===== src/rtl/neural_host_pkg.sv =====
// Shared definitions for the neural accelerator host sequencer: FSM encoding
// and a width helper for counters.
package neural_host_pkg;

  typedef enum logic [2:0] {
    S_IDLE    = 3'd0,
    S_LOAD    = 3'd1,
    S_RELEASE = 3'd2,
    S_WAIT    = 3'd3,
    S_RD_ADDR = 3'd4,
    S_RD_DATA = 3'd5,
    S_HOLD    = 3'd6,
    S_DONE    = 3'd7
  } state_t;

  // Bits needed to hold values 0..value-1, never less than one.
  function automatic int clog2(input int value);
    int r;
    int v;
    r = 0;
    v = value - 1;
    while (v > 0) begin
      r++;
      v = v >> 1;
    end
    return (r < 1) ? 1 : r;
  endfunction

endpackage


===== src/rtl/neural_host_sequencer_if.sv =====
// Stream and neuron-RAM signals between the host sequencer (master) and its
// surroundings (slave): input words, result words and the RAM external ports.
interface neural_host_sequencer_if #(
  parameter int DATA_W = 8,
  parameter int ADDR_W = 8
);
  logic              in_valid;
  logic [DATA_W-1:0] in_data;
  logic              in_ready;
  logic              out_valid;
  logic [DATA_W-1:0] out_data;
  logic              out_ready;
  logic              ram_wr_en;
  logic [ADDR_W-1:0] ram_wr_adr;
  logic [DATA_W-1:0] ram_wr_data;
  logic [ADDR_W-1:0] ram_rd_adr;
  logic [DATA_W-1:0] ram_rd_data;

  modport master (
    input  in_valid, in_data, out_ready, ram_rd_data,
    output in_ready, out_valid, out_data,
    output ram_wr_en, ram_wr_adr, ram_wr_data, ram_rd_adr
  );

  modport slave (
    output in_valid, in_data, out_ready, ram_rd_data,
    input  in_ready, out_valid, out_data,
    input  ram_wr_en, ram_wr_adr, ram_wr_data, ram_rd_adr
  );
endinterface


===== src/rtl/neural_host_sequencer.sv =====
// Host-side initiator: loads input words into neuron RAM with the accelerator
// held in reset, releases it, waits for completion and streams results out.
module neural_host_sequencer
  import neural_host_pkg::*;
#(
  parameter int DATA_W      = 8,
  parameter int ADDR_W      = 8,
  parameter int INPUT_BASE  = 0,
  parameter int INPUT_COUNT = 4,
  parameter int TIMEOUT     = 1023
) (
  input  logic              clk,
  input  logic              reset,
  input  logic              start,
  output logic              busy,
  output logic              done,
  output logic              error,
  output logic              acc_reset,
  input  logic              acc_finished,
  input  logic [ADDR_W-1:0] acc_result_base,
  input  logic [ADDR_W-1:0] acc_result_count,
  neural_host_sequencer_if.master bus
);

  localparam int CNT_W = ADDR_W + 1;
  localparam int TW    = clog2(TIMEOUT + 1);
  localparam logic [ADDR_W-1:0] BASE_A   = ADDR_W'(INPUT_BASE);
  localparam logic [CNT_W-1:0]  LAST_CNT = CNT_W'(INPUT_COUNT - 1);
  localparam logic [TW-1:0]     TO_LAST  = TW'(TIMEOUT - 1);

  state_t            state_q, state_d;
  logic [CNT_W-1:0]  cnt_q;
  logic [TW-1:0]     tcnt_q;
  logic [ADDR_W-1:0] base_q, count_q, idx_q, idx_inc;
  logic              error_q;
  logic              out_valid_q;
  logic [DATA_W-1:0] out_data_q;
  logic              wr_en_q;
  logic [ADDR_W-1:0] wr_adr_q;
  logic [DATA_W-1:0] wr_data_q;
  logic              in_ready_c;

  assign idx_inc = idx_q + ADDR_W'(1);

  always_ff @(posedge clk) begin
    if (!reset) state_q <= S_IDLE;
    else        state_q <= state_d;
  end

  always_comb begin
    state_d    = state_q;
    in_ready_c = 1'b0;
    busy       = (state_q != S_IDLE);
    done       = 1'b0;
    acc_reset  = 1'b1;
    case (state_q)
      S_IDLE: if (start) state_d = S_LOAD;
      S_LOAD: begin
        in_ready_c = 1'b1;
        if (bus.in_valid && cnt_q == LAST_CNT) state_d = S_RELEASE;
      end
      S_RELEASE: state_d = S_WAIT;
      S_WAIT: begin
        acc_reset = 1'b0;
        if (acc_finished)
          state_d = (acc_result_count == '0) ? S_DONE : S_RD_ADDR;
        else if (tcnt_q == TO_LAST)
          state_d = S_DONE;
      end
      S_RD_ADDR: begin
        acc_reset = 1'b0;
        state_d   = S_RD_DATA;
      end
      S_RD_DATA: begin
        acc_reset = 1'b0;
        state_d   = S_HOLD;
      end
      S_HOLD: begin
        acc_reset = 1'b0;
        if (bus.out_ready) state_d = (idx_inc == count_q) ? S_DONE : S_RD_ADDR;
      end
      S_DONE: begin
        done    = 1'b1;
        state_d = S_IDLE;
      end
      default: state_d = S_IDLE;
    endcase
  end

  // Counters, latched accelerator status and registered port outputs.
  always_ff @(posedge clk) begin
    if (!reset) begin
      cnt_q       <= '0;
      tcnt_q      <= '0;
      base_q      <= '0;
      count_q     <= '0;
      idx_q       <= '0;
      error_q     <= 1'b0;
      out_valid_q <= 1'b0;
      out_data_q  <= '0;
      wr_en_q     <= 1'b0;
      wr_adr_q    <= '0;
      wr_data_q   <= '0;
    end else begin
      wr_en_q <= 1'b0;
      case (state_q)
        S_IDLE: if (start) begin
          cnt_q   <= '0;
          error_q <= 1'b0;
        end
        S_LOAD: if (bus.in_valid) begin
          wr_en_q   <= 1'b1;
          wr_adr_q  <= BASE_A + cnt_q[ADDR_W-1:0];
          wr_data_q <= bus.in_data;
          cnt_q     <= cnt_q + CNT_W'(1);
        end
        S_RELEASE: tcnt_q <= '0;
        S_WAIT: begin
          tcnt_q <= tcnt_q + TW'(1);
          if (acc_finished) begin
            base_q  <= acc_result_base;
            count_q <= acc_result_count;
            idx_q   <= '0;
          end else if (tcnt_q == TO_LAST) begin
            error_q <= 1'b1;
          end
        end
        S_RD_DATA: begin
          out_data_q  <= bus.ram_rd_data;
          out_valid_q <= 1'b1;
        end
        S_HOLD: if (bus.out_ready) begin
          out_valid_q <= 1'b0;
          idx_q       <= idx_inc;
        end
        default: ;
      endcase
    end
  end

  // Read address follows the index, so it only moves on an output handshake.
  assign bus.ram_rd_adr  = base_q + idx_q;
  assign bus.in_ready    = in_ready_c;
  assign bus.out_valid   = out_valid_q;
  assign bus.out_data    = out_data_q;
  assign bus.ram_wr_en   = wr_en_q;
  assign bus.ram_wr_adr  = wr_adr_q;
  assign bus.ram_wr_data = wr_data_q;
  assign error           = error_q;

endmodule

===== src/flat_wrapper.sv =====
// flat-port wrapper written by rule: the top's interface ports become plain ports
module neural_host_sequencer_flat import neural_host_pkg::*;
#(
  parameter int DATA_W      = 8,
  parameter int ADDR_W      = 8,
  parameter int INPUT_BASE  = 0,
  parameter int INPUT_COUNT = 4,
  parameter int TIMEOUT     = 1023
)
  (clk, reset, start, busy, done, error, acc_reset, acc_finished, acc_result_base, acc_result_count, bus_in_valid, bus_in_data, bus_out_ready, bus_ram_rd_data, bus_in_ready, bus_out_valid, bus_out_data, bus_ram_wr_en, bus_ram_wr_adr, bus_ram_wr_data, bus_ram_rd_adr);
  neural_host_sequencer_if #(.DATA_W(DATA_W), .ADDR_W(ADDR_W)) bus_i ();
  input  logic clk;
  input  logic reset;
  input  logic start;
  output logic busy;
  output logic done;
  output logic error;
  output logic acc_reset;
  input  logic acc_finished;
  input  logic [ADDR_W-1:0] acc_result_base;
  input  logic [ADDR_W-1:0] acc_result_count;
  input wire logic [$bits(bus_i.in_valid)-1:0] bus_in_valid;
  input wire logic [$bits(bus_i.in_data)-1:0] bus_in_data;
  input wire logic [$bits(bus_i.out_ready)-1:0] bus_out_ready;
  input wire logic [$bits(bus_i.ram_rd_data)-1:0] bus_ram_rd_data;
  output wire logic [$bits(bus_i.in_ready)-1:0] bus_in_ready;
  output wire logic [$bits(bus_i.out_valid)-1:0] bus_out_valid;
  output wire logic [$bits(bus_i.out_data)-1:0] bus_out_data;
  output wire logic [$bits(bus_i.ram_wr_en)-1:0] bus_ram_wr_en;
  output wire logic [$bits(bus_i.ram_wr_adr)-1:0] bus_ram_wr_adr;
  output wire logic [$bits(bus_i.ram_wr_data)-1:0] bus_ram_wr_data;
  output wire logic [$bits(bus_i.ram_rd_adr)-1:0] bus_ram_rd_adr;
  assign bus_i.in_valid = bus_in_valid;
  assign bus_i.in_data = bus_in_data;
  assign bus_i.out_ready = bus_out_ready;
  assign bus_i.ram_rd_data = bus_ram_rd_data;
  assign bus_in_ready = bus_i.in_ready;
  assign bus_out_valid = bus_i.out_valid;
  assign bus_out_data = bus_i.out_data;
  assign bus_ram_wr_en = bus_i.ram_wr_en;
  assign bus_ram_wr_adr = bus_i.ram_wr_adr;
  assign bus_ram_wr_data = bus_i.ram_wr_data;
  assign bus_ram_rd_adr = bus_i.ram_rd_adr;
  neural_host_sequencer #(.DATA_W(DATA_W), .ADDR_W(ADDR_W), .INPUT_BASE(INPUT_BASE), .INPUT_COUNT(INPUT_COUNT), .TIMEOUT(TIMEOUT)) u_core (.clk(clk), .reset(reset), .start(start), .busy(busy), .done(done), .error(error), .acc_reset(acc_reset), .acc_finished(acc_finished), .acc_result_base(acc_result_base), .acc_result_count(acc_result_count), .bus(bus_i));
endmodule

===== config.mk =====
export PLATFORM = sky130hd
export DESIGN_NAME = neural_host_sequencer_flat
export DESIGN_NICKNAME = d
export VERILOG_FILES = /design/src/rtl/neural_host_pkg.sv /design/src/rtl/neural_host_sequencer_if.sv /design/src/rtl/neural_host_sequencer.sv /design/src/flat_wrapper.sv
export SDC_FILE = /design/constraint.sdc
export NUM_CORES = 1
export LEC_CHECK = 0
export CORE_UTILIZATION = 40
export CTS_CLUSTER_DIAMETER = 80
export DETAILED_ROUTE_END_ITERATION = 6
export PLACE_DENSITY = 0.69
export SETUP_SLACK_MARGIN = 0.02
export SLEW_MARGIN = 20
export SYNTH_ARGS = -nofsm -noshare
export SYNTH_HDL_FRONTEND = slang
export SYNTH_SLANG_ARGS = --single-unit

===== constraint.sdc =====
create_clock -name clk -period 3.3 [get_ports clk]
set_clock_uncertainty 0.2 [all_clocks]
set_input_delay 0.825 -clock clk [delete_from_list [all_inputs] [get_ports clk]]
set_output_delay 0.825 -clock clk [all_outputs]
set_load 0.1 [all_outputs]

==> impl_metrics.py <==
metrics = {
    "die": {
        "fp-row-count": 34,
        "die_width_um": 96.2,
        "initial_utilization": 0.409,
        "fp.dieH_um": 96.2,
        "boundaryPins": 77,
        "design.die.area_mm2": 0.00926,
        "core_area_mm2": 0.00868,
    },
    "final_layout": {
        "nNetsFinal": 559,
        "finalNonFillerCells": 622,
        "final_layout_size_suffix_gt1_frac": 0.185,
        "areaGrowthSynthToFinish_pct": 33.3,
        "number_of_filler_instances_in_the_final_layout": 826,
        "layout_common_cells": "88 x sky130_fd_sc_hd__nand2_1, 69 x sky130_fd_sc_hd__dfxtp_1, 44 x sky130_fd_sc_hd__a21oi_1",
        "n_antenna_cell": 0,
        "layout_commonest_cell": "sky130_fd_sc_hd__nand2_1",
    },
    "pwr": {
        "total_power_mw": 2.50,
        "power_leakage_nw": 1.86,
        "pwr_density_cell_mw_per_mm2": 529,
        "vdd.ir_drop.worst_uv": 406,
    },
    "clocking": {
        "cts-root-to-sink-buffers": 2,
        "clock_tree_from_tritoncts": "yes",
        "numCtsBuffers": 9,
        "clock_insertion_delay_worst_skew_ps": 340,
        "tritoncts_num_sinks": 73,
        "root_buffer": "sky130_fd_sc_hd__clkbuf_8",
        "cts_max_level": 3,
        "clk_pin_slew_worst_paths_ps": 80,
    },
    "global_routing": {
        "initial_antenna_violation_count": 0,
        "grt_max_degree": 23,
        "track_usage": 0.185,
        "global_route_wire_length_before_repair_mm": 13.2,
        "vias_in_the_first_global_route": 2896,
        "residual_overflow_from_global_routing": 0,
    },
    "route": {
        "routed-via-count": 3228,
        "drt-total-wl_mm": 8.31,
        "met3_wirelength_um": 647,
        "drtAntennaViolNets": 0,
        "dr_wl_met2_mm": 3.86,
        "drtIter0Drc": 115,
        "routed_via_density": 5.19,
        "detail_route.drc_violations": 0,
        "drt_pass1_iterations": 4,
        "drt-met1-wl_mm": 3.72,
        "wire_per_inst_um": 13.4,
        "highest-signal-layer": "met4",
    },
    "run": {
        "timing.max_cap.violations": 0,
    },
    "setup_path": {
        "critical_path.startpoint_type": "flip-flop",
        "crit-reg2reg-launch": "u_core.state_q[0]$_SDFFE_PN0P_",
        "critical_path.endpoint_type": "output pin",
        "critPathMaxFanout": 5,
        "critical_path_class": "flip-flop to output pin",
        "cp.arrival_ps": 2170,
        "data_required_time_at_the_worst_endpoint_ps": 2270,
        "startpoint": "u_core.idx_q[1]$_SDFFE_PN0P_",
    },
    "sta": {
        "fin_setup_tns_ps": 0,
        "slew_headroom": 0.615,
        "post-route-min-period_ps": 3190,
        "timing.final.max_slew_violations": 0,
        "worst-slew-pin-transition_ps": 578,
        "timing.final.hold_violations": 0,
        "unrepaired_setup_endpoints_after_global_routing": "yes",
        "max_freq_mhz": 313,
        "setup_viol": 0,
        "final_cycle_utilization_of_the_critical_path": 0.967,
    },
    "synth": {
        "syn_area_mm2": 0.00355,
        "netlist-cell-type-count": 56,
        "number_of_register_bits_inferred_by_synthesis": 73,
        "largest_family_of_logic_cells_by_synthesized_area": "simple AND/OR/NAND/NOR gates",
        "post_synth_fa_ha_maj_area_fraction": 0.0444,
        "synthesis.instances": 435,
        "synth-compound-area-share": 0.142,
        "muxShareOfSynthArea": 0.0373,
        "synthesis.yosys.warnings": 0,
        "number_of_flops_mapped_to_enable_cells_by_yosys": 0,
        "net_count_after_synthesis": 485,
        "synth-seq-area-share": 0.411,
        "post_synth_and_or_nand_nor_area_fraction": 0.262,
        "avgSynthCellArea_um2": 8.17,
        "synthArstFlopShare": 0,
        "most_common_flop_cell_mapped_by_yosys": "sky130_fd_sc_hd__dfxtp_1",
        "synth_xor_xnor_area_share": 0.0616,
    },
    "place": {
        "placed_cells_incl_taps": 603,
        "finalWeightedCongestion": 0.828,
        "count_of_port_buffers_added_during_placement": 76,
        "hpwl_mm": 6.07,
    },
    "min_path": {
        "hold_start": "u_core.bus.ram_wr_data[7]$_SDFFE_PN0P_",
        "min-delay-path-class": "flip-flop to flip-flop",
    },
    "status": {
        "status": "complete, no violations",
    },
}
==> critical path, cell delays in order, from the launching register on <==
cell and delay, ps:
sky130_fd_sc_hd__dfxtp_4 370, sky130_fd_sc_hd__ha_4 210, sky130_fd_sc_hd__a21oi_2 140, sky130_fd_sc_hd__nor2b_2 60, sky130_fd_sc_hd__o31a_1 320, sky130_fd_sc_hd__o41ai_4 340
sky130_fd_sc_hd__xnor2_2 180, sky130_fd_sc_hd__buf_12 200
==> worst paths after layout <==
path                                             to  slack (ps)  cells past startpoint
max                               bus_ram_rd_adr[7]         110                      7
max reg2reg           u_core.base_q[3]$_SDFFE_PN0P_        1160                      5
min          u_core.bus.ram_wr_data[7]$_SDFFE_PN0P_         260                      2
min reg2reg  u_core.bus.ram_wr_data[7]$_SDFFE_PN0P_         260                      2
==> cell families after synthesis <==
family                   after synthesis
AND/OR/NAND/NOR                      194
XOR/XNOR                              25
buffers and inverters                 33
AO/OA/AOI/OAI                         85
flip-flops                            73
adder cells (fa/ha/maj)               12
multiplexers                          13
==> synth_stat cells (6+ instances only) <==
library cell | number | area [um^2]
sky130_fd_sc_hd__buf_2 | 7 | 35.0
sky130_fd_sc_hd__xnor2_1 | 15 | 131
sky130_fd_sc_hd__nand3_1 | 16 | 80.1
sky130_fd_sc_hd__or3_1 | 6 | 37.5
sky130_fd_sc_hd__dfxtp_1 | 73 | 1460
sky130_fd_sc_hd__clkbuf_1 | 10 | 37.5
sky130_fd_sc_hd__inv_1 | 9 | 33.8
sky130_fd_sc_hd__mux2i_1 | 11 | 110
sky130_fd_sc_hd__nand2_1 | 88 | 330
sky130_fd_sc_hd__xor2_1 | 10 | 87.6
sky130_fd_sc_hd__nor2_1 | 39 | 146
sky130_fd_sc_hd__nor3_1 | 7 | 35.0
sky130_fd_sc_hd__o21ai_0 | 13 | 65.1
sky130_fd_sc_hd__ha_1 | 11 | 138
sky130_fd_sc_hd__a21oi_1 | 45 | 225
==> where the power goes <==
part           internal [mW]  switching [mW]
Sequential             0.935          0.0676
Combinational          0.277           0.593
Clock                  0.277           0.353
==> sequential cells by signal, summed over array words and instances, names as in the netlist <==
name and flops:
u_core.state_q 3, u_core.bus.out_valid 1, u_core.base_q 8, u_core.error 1
u_core.tcnt_q 10, u_core.cnt_q 9, u_core.bus.ram_wr_data 8, u_core.bus.ram_wr_adr 8
u_core.count_q 8, u_core.bus.out_data 8, u_core.bus.ram_wr_en 1, u_core.idx_q 8
==> repair_timing <==
action,4_1_cts,5_1_grt
endpoints found under the hold margin,0,0
setup buffers,2,1
hold buffers,0,0
pin swaps,2,8
resized for setup,4,14
endpoints found under the setup margin,2,2
==> stage by stage <==
step / setup WS (ps) / area [um^2] / util / hold slack (ps)
2_1_floorplan: 30.8 / 3590 / - / 232
6_report: 108 / 4730 / 0.545 / 261
3_5_place_dp: 226 / 4440 / 0.512 / 250
4_1_cts: 26.5 / 4650 / 0.536 / 262
5_1_grt: 12.8 / 4730 / 0.545 / 276
3_3_place_gp: 316 / 4440 / 0.512 / 243
==> area by class of cell <==
| cell class | count | area (um^2) | share of cell area |
|---|---|---|---|
| Clock inverter | 7 | 56.3 | 0.0119 |
| Inverter | 11 | 41.3 | 0.00872 |
| Tap cell | 108 | 135 | 0.0285 |
| Timing Repair Buffer | 85 | 843 | 0.178 |
| Sequential cell | 73 | 1470 | 0.310 |
| Multi-Input combinational cell | 329 | 2060 | 0.436 |
| Clock buffer | 9 | 124 | 0.0262 |
==> metal layers <==
| metal | global-route usage | up-vias |
|---|---|---|
| met4 | 0.0510 | 0 |
| met5 | 0 | - |
| met2 | 0.297 | 100 |
| met1 | 0.224 | 1491 |
| li1 | - | 1630 |
| met3 | 0.0806 | 7 |
(Power assumes the default switching activity.)
